`src/rtl/regfile_wb_arbiter_pkg.sv`:
```
// Shared definitions for the register-file writeback arbiter.
//   REG_AW / REG_NUM      : register address width and register count
//   WB_SRC_ALU/WB_SRC_LSU : bit positions of each requester in the one-hot grant
//   wb_src_e              : encoding of the round-robin "last granted" pointer
//   reg_onehot()          : decodes a register address to a one-hot mask, x0 -> 0
package regfile_wb_arbiter_pkg;

    localparam int REG_AW     = 5;
    localparam int REG_NUM    = 32;
    localparam int WB_SRC_ALU = 0;
    localparam int WB_SRC_LSU = 1;

    typedef enum logic [0:0] {
        SRC_ALU = 1'b0,
        SRC_LSU = 1'b1
    } wb_src_e;

    // x0 is hardwired to zero, so it never maps to a scoreboard bit.
    function automatic logic [REG_NUM-1:0] reg_onehot(input logic [REG_AW-1:0] addr);
        logic [REG_NUM-1:0] v;
        v = '0;
        if (addr != {REG_AW{1'b0}}) begin
            v[addr] = 1'b1;
        end else begin
            v = '0;
        end
        return v;
    endfunction

endpackage

```
`src/rtl/regfile_wb_arbiter_wb_rr_arb2.sv`:
```
// Two-input writeback arbiter (ALU vs LSU).
//   clk, rst     : clock, asynchronous active-low reset
//   alu_valid    : ALU request
//   lsu_valid    : LSU request
//   gnt[1:0]     : one-hot grant, combinational (bit WB_SRC_ALU / WB_SRC_LSU)
// LSU_PRIORITY != 0 gives the LSU fixed priority; otherwise contended cycles
// alternate, starting with the LSU after reset.
module wb_rr_arb2
    import regfile_wb_arbiter_pkg::*;
#(
    parameter int LSU_PRIORITY = 0
) (
    input  logic       clk,
    input  logic       rst,
    input  logic       alu_valid,
    input  logic       lsu_valid,
    output logic [1:0] gnt
);

    wb_src_e    last_src_r;
    logic [1:0] gnt_s;

    // Grant selection: single requester wins outright, contention uses policy.
    always_comb begin
        gnt_s = 2'b00;
        if (alu_valid && lsu_valid) begin
            if ((LSU_PRIORITY != 0) || (last_src_r == SRC_ALU)) begin
                gnt_s[WB_SRC_LSU] = 1'b1;
            end else begin
                gnt_s[WB_SRC_ALU] = 1'b1;
            end
        end else if (alu_valid) begin
            gnt_s[WB_SRC_ALU] = 1'b1;
        end else if (lsu_valid) begin
            gnt_s[WB_SRC_LSU] = 1'b1;
        end else begin
            gnt_s = 2'b00;
        end
    end

    assign gnt = gnt_s;

    // Round-robin pointer: remembers the last granted source, moves only on a grant.
    always_ff @(posedge clk or negedge rst) begin
        if (!rst) begin
            last_src_r <= SRC_ALU;
        end else if (gnt_s != 2'b00) begin
            last_src_r <= gnt_s[WB_SRC_LSU] ? SRC_LSU : SRC_ALU;
        end else begin
            last_src_r <= last_src_r;
        end
    end

endmodule

```
`src/rtl/regfile_wb_arbiter.sv`:
```
// Register file writeback arbiter with busy scoreboard and stall counters.
//   clk, rst                         : clock, asynchronous active-low reset
//   alu_valid/alu_rd/alu_data        : ALU writeback request
//   alu_ready                        : ALU grant this cycle (combinational)
//   lsu_valid/lsu_rd/lsu_data        : LSU writeback request
//   lsu_ready                        : LSU grant this cycle (combinational)
//   rf_we/rf_rd_addr/rf_rd_din       : registered register-file write port
//   sb_set/sb_set_addr               : decode reserves a destination register
//   rs1_q/rs2_q, hz_rs1/hz_rs2       : RAW hazard queries (combinational)
//   busy_mask                        : scoreboard bits, bit 0 always 0
//   sb_err                           : sticky scoreboard protocol error
//   alu_stall_cnt/lsu_stall_cnt      : saturating stall-cycle counters
module regfile_wb_arbiter
    import regfile_wb_arbiter_pkg::*;
#(
    parameter int XLEN         = 32,
    parameter int LSU_PRIORITY = 0,
    parameter int CNT_W        = 16
) (
    input  logic              clk,
    input  logic              rst,
    input  logic              alu_valid,
    input  logic [4:0]        alu_rd,
    input  logic [XLEN-1:0]   alu_data,
    output logic              alu_ready,
    input  logic              lsu_valid,
    input  logic [4:0]        lsu_rd,
    input  logic [XLEN-1:0]   lsu_data,
    output logic              lsu_ready,
    output logic              rf_we,
    output logic [4:0]        rf_rd_addr,
    output logic [XLEN-1:0]   rf_rd_din,
    input  logic              sb_set,
    input  logic [4:0]        sb_set_addr,
    input  logic [4:0]        rs1_q,
    input  logic [4:0]        rs2_q,
    output logic              hz_rs1,
    output logic              hz_rs2,
    output logic [31:0]       busy_mask,
    output logic              sb_err,
    output logic [CNT_W-1:0]  alu_stall_cnt,
    output logic [CNT_W-1:0]  lsu_stall_cnt
);

    localparam logic [CNT_W-1:0]   CNT_MAX  = {CNT_W{1'b1}};
    localparam logic [REG_NUM-1:0] NO_X0    = {{(REG_NUM-1){1'b1}}, 1'b0};

    logic [1:0]          gnt_s;
    logic                any_gnt_s;
    logic [REG_AW-1:0]   sel_rd_s;
    logic [XLEN-1:0]     sel_data_s;

    logic [REG_NUM-1:0]  busy_r;
    logic [REG_NUM-1:0]  set_vec_s;
    logic [REG_NUM-1:0]  clr_vec_s;
    logic [REG_NUM-1:0]  busy_nxt_s;
    logic                err_set_s;
    logic                sb_err_r;

    logic [CNT_W-1:0]    alu_stall_r;
    logic [CNT_W-1:0]    lsu_stall_r;

    wb_rr_arb2 #(
        .LSU_PRIORITY (LSU_PRIORITY)
    ) u_arb (
        .clk       (clk),
        .rst       (rst),
        .alu_valid (alu_valid),
        .lsu_valid (lsu_valid),
        .gnt       (gnt_s)
    );

    assign alu_ready = gnt_s[WB_SRC_ALU];
    assign lsu_ready = gnt_s[WB_SRC_LSU];
    assign any_gnt_s = |gnt_s;

    // Mux the granted requester's destination and data toward the write register.
    always_comb begin
        sel_rd_s   = '0;
        sel_data_s = '0;
        if (gnt_s[WB_SRC_LSU]) begin
            sel_rd_s   = lsu_rd;
            sel_data_s = lsu_data;
        end else begin
            sel_rd_s   = alu_rd;
            sel_data_s = alu_data;
        end
    end

    // Write-port register: loads on a grant, rd = 0 is consumed without a write.
    always_ff @(posedge clk or negedge rst) begin
        if (!rst) begin
            rf_we      <= 1'b0;
            rf_rd_addr <= '0;
            rf_rd_din  <= '0;
        end else if (any_gnt_s) begin
            rf_we      <= (sel_rd_s != {REG_AW{1'b0}});
            rf_rd_addr <= sel_rd_s;
            rf_rd_din  <= sel_data_s;
        end else begin
            rf_we      <= 1'b0;
            rf_rd_addr <= rf_rd_addr;
            rf_rd_din  <= rf_rd_din;
        end
    end

    // Scoreboard next state: clear on the register-file write edge, set wins a
    // same-register race; protocol violations flag a sticky error.
    always_comb begin
        set_vec_s = '0;
        clr_vec_s = '0;
        if (sb_set) begin
            set_vec_s = reg_onehot(sb_set_addr);
        end else begin
            set_vec_s = '0;
        end
        if (rf_we) begin
            clr_vec_s = reg_onehot(rf_rd_addr);
        end else begin
            clr_vec_s = '0;
        end
        busy_nxt_s = ((busy_r & ~clr_vec_s) | set_vec_s) & NO_X0;
        // Double reservation (not rescued by a same-edge clear) or write to an idle register.
        err_set_s  = (|(set_vec_s & busy_r & ~clr_vec_s)) | (|(clr_vec_s & ~busy_r));
    end

    // Scoreboard and sticky error state.
    always_ff @(posedge clk or negedge rst) begin
        if (!rst) begin
            busy_r   <= '0;
            sb_err_r <= 1'b0;
        end else begin
            busy_r   <= busy_nxt_s;
            sb_err_r <= sb_err_r | err_set_s;
        end
    end

    assign busy_mask = busy_r;
    assign sb_err    = sb_err_r;
    assign hz_rs1    = (rs1_q != 5'd0) ? busy_r[rs1_q] : 1'b0;
    assign hz_rs2    = (rs2_q != 5'd0) ? busy_r[rs2_q] : 1'b0;

    // Saturating stall counters: one count per cycle a request waits.
    always_ff @(posedge clk or negedge rst) begin
        if (!rst) begin
            alu_stall_r <= '0;
            lsu_stall_r <= '0;
        end else begin
            if (alu_valid && !alu_ready && (alu_stall_r != CNT_MAX)) begin
                alu_stall_r <= alu_stall_r + {{(CNT_W-1){1'b0}}, 1'b1};
            end else begin
                alu_stall_r <= alu_stall_r;
            end
            if (lsu_valid && !lsu_ready && (lsu_stall_r != CNT_MAX)) begin
                lsu_stall_r <= lsu_stall_r + {{(CNT_W-1){1'b0}}, 1'b1};
            end else begin
                lsu_stall_r <= lsu_stall_r;
            end
        end
    end

    assign alu_stall_cnt = alu_stall_r;
    assign lsu_stall_cnt = lsu_stall_r;

endmodule

```
`config.mk`:
```
export PLATFORM = sky130hd
export DESIGN_NAME = regfile_wb_arbiter
export DESIGN_NICKNAME = d
export VERILOG_FILES = /design/src/rtl/regfile_wb_arbiter_pkg.sv /design/src/rtl/regfile_wb_arbiter_wb_rr_arb2.sv /design/src/rtl/regfile_wb_arbiter.sv
export SDC_FILE = /design/constraint.sdc
export NUM_CORES = 1
export LEC_CHECK = 0
export BUFFER_PORTS_ARGS = -buffer_cell sky130_fd_sc_hd__buf_2
export CAP_MARGIN = 20
export CORE_MARGIN = 3
export CORE_UTILIZATION = 55
export DETAILED_ROUTE_END_ITERATION = 10
export GPL_ROUTABILITY_DRIVEN = 0
export HOLD_SLACK_MARGIN = 0.12
export PLACE_DENSITY = 0.87
export SYNTH_ARGS = -nofsm -noshare
export SYNTH_HDL_FRONTEND = slang
export SYNTH_SLANG_ARGS = --single-unit
```
`constraint.sdc`:
```
create_clock -name clk -period 6.2 [get_ports clk]
set_input_delay 0.93 -clock clk [delete_from_list [all_inputs] [get_ports clk]]
set_output_delay 0.93 -clock clk [all_outputs]
set_load 0.05 [all_outputs]
```
==> results.cfg, run 1 <==
[setup_path]
crit_path_max_incr_delay_ns = 0.74
worstSetupPathType = input pin to output port
crit_family = buffers and inverters
crit_path_frequent_cell = buf_2
worst-path-buf-inv = 3
crit_path_start_kind = input pin
worst_ep_required_time_ns = 5.27
crit_slowest_cell = buf_2
cp_cell_sequence = buf_2, o21ai_1, inv_1, buf_2
path_max_fanout = 36
end_kind = output port
arrival_ns = 2.72

[die]
ioPinCount = 201
start_util_pct = 57.9
die-width_um = 109
core_mm2 = 0.0100
rows = 36
die-area_mm2 = 0.0118
die_h_um = 109

[outcome]
status = finished clean

[logic_synthesis]
synth_seq_area_share_pct = 44.5
netlist_area_mm2 = 0.00579
ys_ff_latch = 103
synthArstFlopShare_pct = 100
synth_flop_cell = dfrtp_1
synth_cells = 550
synth_top_cell_by_area = dfrtp_1
syn_area_per_cell_um2 = 10.5
synth_warnings = 0
ys_types = 53
syn_nets = 646
synthTopCellsByArea = dfrtp_1, mux4_2, o221a_2, mux2i_1, o21ai_0
synth.top_cell.area_share_pct = 44.5
synth_edf_count = 0

[cts]
clock_latency_ns = 0.37
cts_num_sinks = 103
cts_tree = built
htreeDepth = 3
cts_root_buf = clkbuf_8
cts_setup_buffers = 0
ctsResizeCount = 0
numCtsBuffers = 9
path_clk_slew_ns = 0.10
clk_path_buf_depth = 2
postCtsHoldBufs = 0

[global_route]
grt_first_pass_wirelength_mm = 27.3
grt_pass1_vias = 5457
grt_max_degree = 58
overflow = 0
antenna_found_initial = 0
grt_use_total_pct = 29.5

[power]
p_comb_share_pct = 47.8
p_clk_share_pct = 13.8
irDropWorstVdd_v = 0.000347
p_sw_share_pct = 51.2
power_density_mw_per_mm2 = 413
power_frac_seq_pct = 38.5
internal_power_mw = 1.41
netSwitchingPower_mw = 1.48
p_leak_nw = 3.23

[routing]
drt_iter0_markers = 514
num_vias = 5579
antenna_left = 0
routed_wl_mm = 17.5
vias_per_cell = 6.45
drcViolationCount = 0
firstDrtPassIters = 5
wl_per_cell_um = 20.2

[flow_run]
maxCapViolCount = 0

[cells_and_area]
area.growth.synth_to_final_pct = 20.8
final_nets = 823
drive_above_1_share_pct = 38.1
diodes = 0
mostFrequentLayoutCells = buf_2, dfrtp_1, nand2_1
final_common_cell = buf_2

[timing]
slew_viol_final = 0
timing.final.crit_period_ns = 3.65
max_slew_margin_pct = 33.8
whs_ns = 0.499
hold_viol = 0
setup_tns_ns = 0
min_period_over_period_pct = 58.9
worst_slew_pin_slew_ns = 0.993
fmax_ghz = 0.274
finalSetupViolCount = 0
setup_ws_ns = 2.55
rsz0062_at_grt = false
finClkSkew_ns = 0.00743

[place]
dp_hpwl_mm = 13.1
post-place-ws_ns = 2.58
portBuffers = 199

[worst_hold_path]
hp-class = flop to flop
==> layout make-up <==
| class | instances | area [um^2] |
|---|---|---|
| flip-flops and latches | 103 | 2580 |
| repair buffers | 202 | 1020 |
| clock buffers | 11 | 141 |
| well taps | 133 | 166 |
| fillers | 727 | 3010 |
| inverters | 9 | 33.8 |
| multi-input cells | 402 | 3010 |
| clock inverters | 5 | 40.0 |
==> metal layers <==
metal  track usage (%)  vias up  wire [um]
met3              8.00       70       1930
met5                 0        -          0
li1                  -     2431          -
met4              13.1        0        648
met1              36.4     2672       6380
met2              48.7      406       8560
==> logic make-up (layout without fill, tap and decap cells) <==
group	count (synthesis)	after routing	synth area share, %
AO/OA/AOI/OAI	137	137	17.0
XOR/XNOR	30	30	4.54
adder cells (fa/ha/maj)	2	2	0.432
buffers and inverters	45	227	3.44
flip-flops	103	103	44.5
multiplexers	60	60	14.8
other	1	1	0.0648
AND/OR/NAND/NOR	172	172	15.2
==> through the flow <==
| step | cells | power [mW] | area (um^2) | utilization (%) |
|---|---|---|---|---|
| after floorplan | 550 | 2.07 | 5790 | - |
| after global placement | 849 | 2.44 | 6810 | 68.1 |
| after detailed placement | 849 | 2.48 | 6810 | 68.1 |
| after CTS | 865 | 2.88 | 6990 | 69.9 |
| after global routing | 865 | 3.02 | 6990 | 69.9 |
| final | 865 | 2.89 | 6990 | 69.9 |
==> worst paths after layout <==
check                                              start                            end  slack, ns  cells past startpoint
max in group asynchronous                            rst        busy_mask[23]$_DFF_PN0_       4.51                      2
max                                            alu_valid                      alu_ready       2.55                      4
min                        alu_stall_cnt[14]$_DFFE_PN0P_  alu_stall_cnt[14]$_DFFE_PN0P_       0.50                      1
max reg2reg                    rf_rd_addr[2]$_DFFE_PN0P_               sb_err$_DFF_PN0_       3.65                      6
min in group asynchronous                            rst   alu_stall_cnt[7]$_DFFE_PN0P_       0.60                      1
min reg2reg                alu_stall_cnt[14]$_DFFE_PN0P_  alu_stall_cnt[14]$_DFFE_PN0P_       0.50                      1
==> sequential cells by signal, summed over array words and instances, names as in the netlist <==
| signal | cells |
|---|---|
| sb_err | 1 |
| busy_mask | 31 |
| rf_rd_addr | 5 |
| u_arb.last_src_r | 1 |
| rf_rd_din | 32 |
| rf_we | 1 |
| alu_stall_cnt | 16 |
| lsu_stall_cnt | 16 |
==> power by group through the flow <==
| stage | registers (mW) | clock network [mW] | logic [mW] |
|---|---|---|---|
| detailed placement | 1.10 | 0 | 1.38 |
| global route | 1.12 | 0.430 | 1.46 |
| CTS | 1.09 | 0.406 | 1.38 |
| global placement | 1.09 | 0 | 1.35 |
| finish | 1.11 | 0.397 | 1.38 |
| floorplan | 1.58 | 0 | 0.486 |
==> worst register-to-register path, cell delays in order (launching register included) <==
cell       delay (ns)
dfrtp_1          0.78
or3b_1           0.55
o21ai_0          0.26
o22ai_1          0.11
nor4_1           0.29
o2111ai_1        0.17
a211o_1          0.28
==> cell usage after synthesis (all sizes together) (11+ instances only) <==
master / n
xnor2: 20
mux2i: 34
nor2: 22
mux4: 20
nand4: 11
o22ai: 14
o221a: 32
clkbuf: 25
nor3: 12
o21ai: 64
nand3: 13
dfrtp: 103
buf: 11
nand2: 67
Note: power is estimated with default switching activity, not from simulation.
==> run 2: changes to the inputs <==
Settings changed: CORE_UTILIZATION 55 to 46, PLACE_DENSITY 0.87 to 0.77.
Clock period 6.2 ns to 3.25 ns, I/O delays scaled along.
==> run 2 against run 1 <==
  * Global-route usage decreased by 4.8 points
  * Worst setup slack got worse by 2.1 ns
  * Sequential power increased by 90%
  * Core utilization decreased by 10 points
  * Worst hold slack got worse by 0.29 ns
  * Clock-buffer cell count decreased by 1
  * Combinational power increased by 93%
==> results.cfg, run 2 (synthesized netlist as in run 1, its figures left out) <==
[power]
p_sw_share_pct = 47.4
irDropWorstVdd_v = 0.000503
power_frac_seq_pct = 35.1
power_density_mw_per_mm2 = 831
p_leak_nw = 3.32
netSwitchingPower_mw = 2.85
power_mw = 6.01
p_clk_share_pct = 20.7
internal_power_mw = 3.16
p_comb_share_pct = 44.2

[timing]
finClkSkew_ns = 0.00741
hold_viol = 0
slew_viol_final = 0
worst_slew_pin_slew_ns = 0.774
timing.final.crit_period_ns = 2.77
finalSetupViolCount = 0
min_period_over_period_pct = 85.2
rsz0062_at_grt = false
fmax_ghz = 0.361
setup_tns_ns = 0
max_slew_margin_pct = 48.4

[die]
start_util_pct = 47.6
die-width_um = 118
rows = 40
die_h_um = 118
core_mm2 = 0.0122
ioPinCount = 201
die-area_mm2 = 0.0140

[cts]
postCtsHoldBufs = 0
cts_setup_buffers = 0
cts_root_buf = clkbuf_16
numCtsBuffers = 9
cts_num_sinks = 103
htreeDepth = 3
clock_latency_ns = 0.35
cts_tree = built
ctsResizeCount = 0
clk_path_buf_depth = 2
path_clk_slew_ns = 0.07

[flow_run]
maxCapViolCount = 0

[place]
portBuffers = 199
dp_cells = 887
dp_hpwl_mm = 13.0

[routing]
antenna_left = 0
num_vias = 5424
drcViolationCount = 0
wl_per_cell_um = 19.4
vias_per_cell = 6.01
drt_iter0_markers = 308
firstDrtPassIters = 5
routed_wl_mm = 17.5

[outcome]
status = finished clean

[global_route]
grt_max_degree = 61
antenna_found_initial = 0
overflow = 0
grt_pass1_vias = 5400
grt_first_pass_wirelength_mm = 28.0
grt_use_total_pct = 24.7

[setup_path]
end_kind = output port
cp_cell_sequence = mux4_2, mux4_2, mux2_2, buf_2
crit_path_max_incr_delay_ns = 0.49
worstSetupPathType = flop to output port
crit_slowest_cell = dfrtp_1
path_max_fanout = 6
crit_path_frequent_cell = mux4_2
crit_path_start_kind = flop
worst_ep_required_time_ns = 2.76
arrival_ns = 2.28

[cells_and_area]
drive_above_1_share_pct = 38.4
regMostFlops = rf_rd_din
final_nets = 826
diodes = 0
largest_reg_flops = 32
mostFrequentLayoutCells = buf_2, dfrtp_1, nand2_1
area.growth.synth_to_final_pct = 25.0
final_common_cell = buf_2
layout.cells.non_filler = 902
fillerInstances = 1016

[worst_hold_path]
hp-class = input pin to asynchronous set/reset pin
run 2: routing by layer:
metal / up-vias / share of wire (%) / global-route usage [%]
met2: 305 / 48 / 40.6
met4: 0 / 3.7 / 11.1
met5: - / 0 / 0
met1: 2633 / 39 / 30.6
li1: 2430 / - / -
met3: 56 / 9.3 / 6.56
run 2: stage by stage:
| stage | hold WS [ns] | setup slack (ns) | area, um^2 | utilization, % |
|---|---|---|---|---|
| finish | 0.206 | 0.481 | 7240 | 59.5 |
| CTS | 0.241 | 0.495 | 7240 | 59.5 |
| floorplan | 0.192 | 0.465 | 5790 | - |
| global placement | 0.467 | 0.576 | 6890 | 56.7 |
| detailed placement | 0.481 | 0.504 | 6890 | 56.7 |
| global route | 0.269 | 0.430 | 7240 | 59.5 |
run 2: area by class of cell:
class                      instances  area, um^2  share of cell area [%]
multi-input combinational        402        3010                    41.6
sequential                       103        2580                    35.6
timing repair buffer             205        1060                    14.6
clock buffer                      10         239                    3.30
tap                              168         210                    2.91
clock inverter                     5         106                    1.47
inverter                           9        33.8                   0.467
run 2: final timing paths:
path | from | to | slack (ns) | cells after the start
min in group clk | lsu_data[22] | rf_rd_din[22]$_DFFE_PN0P_ | 0.41 | 2
setup / recovery | busy_mask[8]$_DFF_PN0_ | hz_rs2 | 0.48 | 4
hold reg to reg | lsu_stall_cnt[9]$_DFFE_PN0P_ | lsu_stall_cnt[9]$_DFFE_PN0P_ | 0.49 | 1
hold / removal | rst | alu_stall_cnt[7]$_DFFE_PN0P_ | 0.21 | 1
max in group asynchronous | rst | rf_we$_DFF_PN0_ | 2.31 | 2
setup reg to reg | rf_rd_addr[4]$_DFFE_PN0P_ | sb_err$_DFF_PN0_ | 0.81 | 6
run 2: power by group through the flow:
| stage | logic, mW | clock network, mW | registers [mW] |
|---|---|---|---|
| 2_1_floorplan | 0.927 | 0 | 3.02 |
| 3_3_place_gp | 2.60 | 0 | 2.09 |
| 3_5_place_dp | 2.66 | 0 | 2.10 |
| 4_1_cts | 2.66 | 1.26 | 2.08 |
| 5_1_grt | 2.81 | 1.31 | 2.14 |
| 6_report | 2.66 | 1.24 | 2.11 |
run 2: worst max-delay path, delay by kind of cell, from the launching register on:
| kind | cells | cell delay [ns] |
|---|---|---|
| buffers and inverters | 1 | 0.21 |
| DFF | 1 | 0.49 |
| muxes | 3 | 1.23 |
==> run 3: changes to the inputs <==
Settings changed: CORE_UTILIZATION 46 to 51, PLACE_DENSITY 0.77 to 0.81, SKIP_LAST_GASP set to 1.
Clock period 3.25 ns to 2.72 ns, I/O delays scaled along.
==> run 3 against run 2 <==
  * Final area hardly changed
  * First-iteration DRC count is 55% higher
  * Combinational power is 21% higher
  * Global-route usage is 2.1 points higher
  * Critical endpoint unchanged
  * Largest cell class unchanged
==> results.cfg, run 3 (synthesized netlist as in run 1, its figures left out) <==
[setup_path]
crit_path_frequent_cell = mux4_2
crit_path_start_kind = flop
crit_slowest_cell = mux4_2
path_max_fanout = 5
rr_endpoint = sb_err$_DFF_PN0_
worstSetupPathType = flop to output port
r2r_cells = 6
worst_r2r_startpoint = rf_rd_addr[4]$_DFFE_PN0P_
worst_ep_required_time_ns = 2.31
cp_cell_sequence = mux4_2, mux4_2, mux2_2, buf_2
crit_path_max_incr_delay_ns = 0.51
rrSetupSlack_ns = 0.35
arrival_ns = 2.27
end_kind = output port

[die]
die-width_um = 113
ioPinCount = 201
die-area_mm2 = 0.0127
die_h_um = 113
start_util_pct = 52.7
rows = 38
core_mm2 = 0.0110

[routing]
drt_iter0_markers = 477
num_vias = 5544
routed_wl_mm = 17.1
antenna_left = 0
wl_per_cell_um = 19.4
firstDrtPassIters = 8
drcViolationCount = 0
vias_per_cell = 6.29

[cts]
numCtsBuffers = 9
ctsResizeCount = 0
cts_setup_buffers = 0
clock_latency_ns = 0.34
clk_path_buf_depth = 2
cts_num_sinks = 103
path_clk_slew_ns = 0.07
htreeDepth = 3
cts_tree = built
cts_root_buf = clkbuf_16

[timing]
rsz0062_at_grt = false
min_period_over_period_pct = 98.4
finClkSkew_ns = 0.00570
finalSetupViolCount = 0
max_slew_margin_pct = 58.6
fmax_ghz = 0.374
slew_viol_final = 0
worst_slew_pin_slew_ns = 0.616
hold_viol = 0
timing.final.crit_period_ns = 2.68
setup_tns_ns = 0

[worst_hold_path]
hp-class = input pin to flop
worst_hold_path.endpoint = rf_rd_din[28]$_DFFE_PN0P_
hp-start = lsu_data[28]
hold_depth = 2

[cells_and_area]
layout.cells.non_filler = 881
final_common_cell = buf_2
largest_reg_flops = 32
multi_input_area_mm2 = 0.00301
mostFrequentLayoutCells = buf_2, dfrtp_1, nand2_1
area.growth.synth_to_final_pct = 24.9
drive_above_1_share_pct = 38.9
diodes = 0
final_nets = 832
register_area_mm2 = 0.00258
fillerInstances = 846
regMostFlops = rf_rd_din

[global_route]
overflow = 0
grt_first_pass_wirelength_mm = 27.6
grt_max_degree = 99
grt_use_total_pct = 26.9
antenna_found_initial = 0
grt_pass1_vias = 5588

[place]
dp_cells = 864
portBuffers = 199
dp_hpwl_mm = 13.0

[outcome]
status = finished clean

[power]
power_mw = 7.11
irDropWorstVdd_v = 0.00102
p_leak_nw = 3.34
power_density_mw_per_mm2 = 983

[flow_run]
maxCapViolCount = 0
run 3: changes by cell type in the layout (fill, tap and decap cells not counted):
cell and delta:
buf_4 +5, bufinv_16 -1, clkinv_2 +1, clkinvlp_4 -1, dlygate4sd3_1 +1, inv_6 +2
run 3: where the power goes:
part	total, mW	switching, mW	internal (mW)
Combinational	3.23	2.26	0.971
Sequential	2.46	0.556	1.91
Clock	1.41	0.574	0.838
Total	7.11	3.39	3.72
run 3: cell type report:
cell class	count	area share, %
Multi-Input combinational cell	402	41.7
Timing Repair Buffer	211	15.3
Sequential cell	103	35.6
Tap cell	140	2.42
Clock inverter	6	1.26
Inverter	9	0.467
Clock buffer	10	3.30
run 3: through the flow:
step                      instance area [um^2]  setup slack, ns  hold WS [ns]  utilization, %
after floorplan                           5790           0.0938         0.112               -
after global placement                    6890            0.187         0.231            62.8
after detailed placement                  6890            0.125         0.235            62.8
after CTS                                 7230           0.0453         0.318            65.9
after global routing                      7230           0.0252         0.329            65.9
final                                     7230           0.0434         0.327            65.9
run 3: critical path: cells and delay by family (launching register included):
kind	cells	cell delay [ns]
buf+inv	1	0.21
flops	1	0.46
mux	3	1.26
run 3: how the worst max path moves through the flow:
stage                            start      to  slack [ns]  cells after the start
6_report       busy_mask[14]$_DFF_PN0_  hz_rs2        0.04                      4
3_3_place_gp                  rs2_q[0]  hz_rs2        0.19                      5
4_1_cts         busy_mask[8]$_DFF_PN0_  hz_rs1        0.05                      4
5_1_grt         busy_mask[8]$_DFF_PN0_  hz_rs2        0.03                      4
3_5_place_dp                  rs2_q[0]  hz_rs2        0.12                      5
2_1_floorplan                 rs1_q[0]  hz_rs1        0.09                      4
run 3: metal layers:
metal | track usage [%] | vias up | part of all wire (%)
met5 | 0 | - | 0
met4 | 11.3 | 0 | 3.4
met3 | 7.17 | 53 | 11
met2 | 44.2 | 388 | 48
met1 | 33.6 | 2650 | 38
li1 | - | 2453 | -
run 3: repair_timing:
| action | in CTS | in global routing |
|---|---|---|
| hold buffers | 1 | 0 |
| endpoints found under the hold margin | 5 | 0 |
| setup endpoints to repair | 0 | 0 |
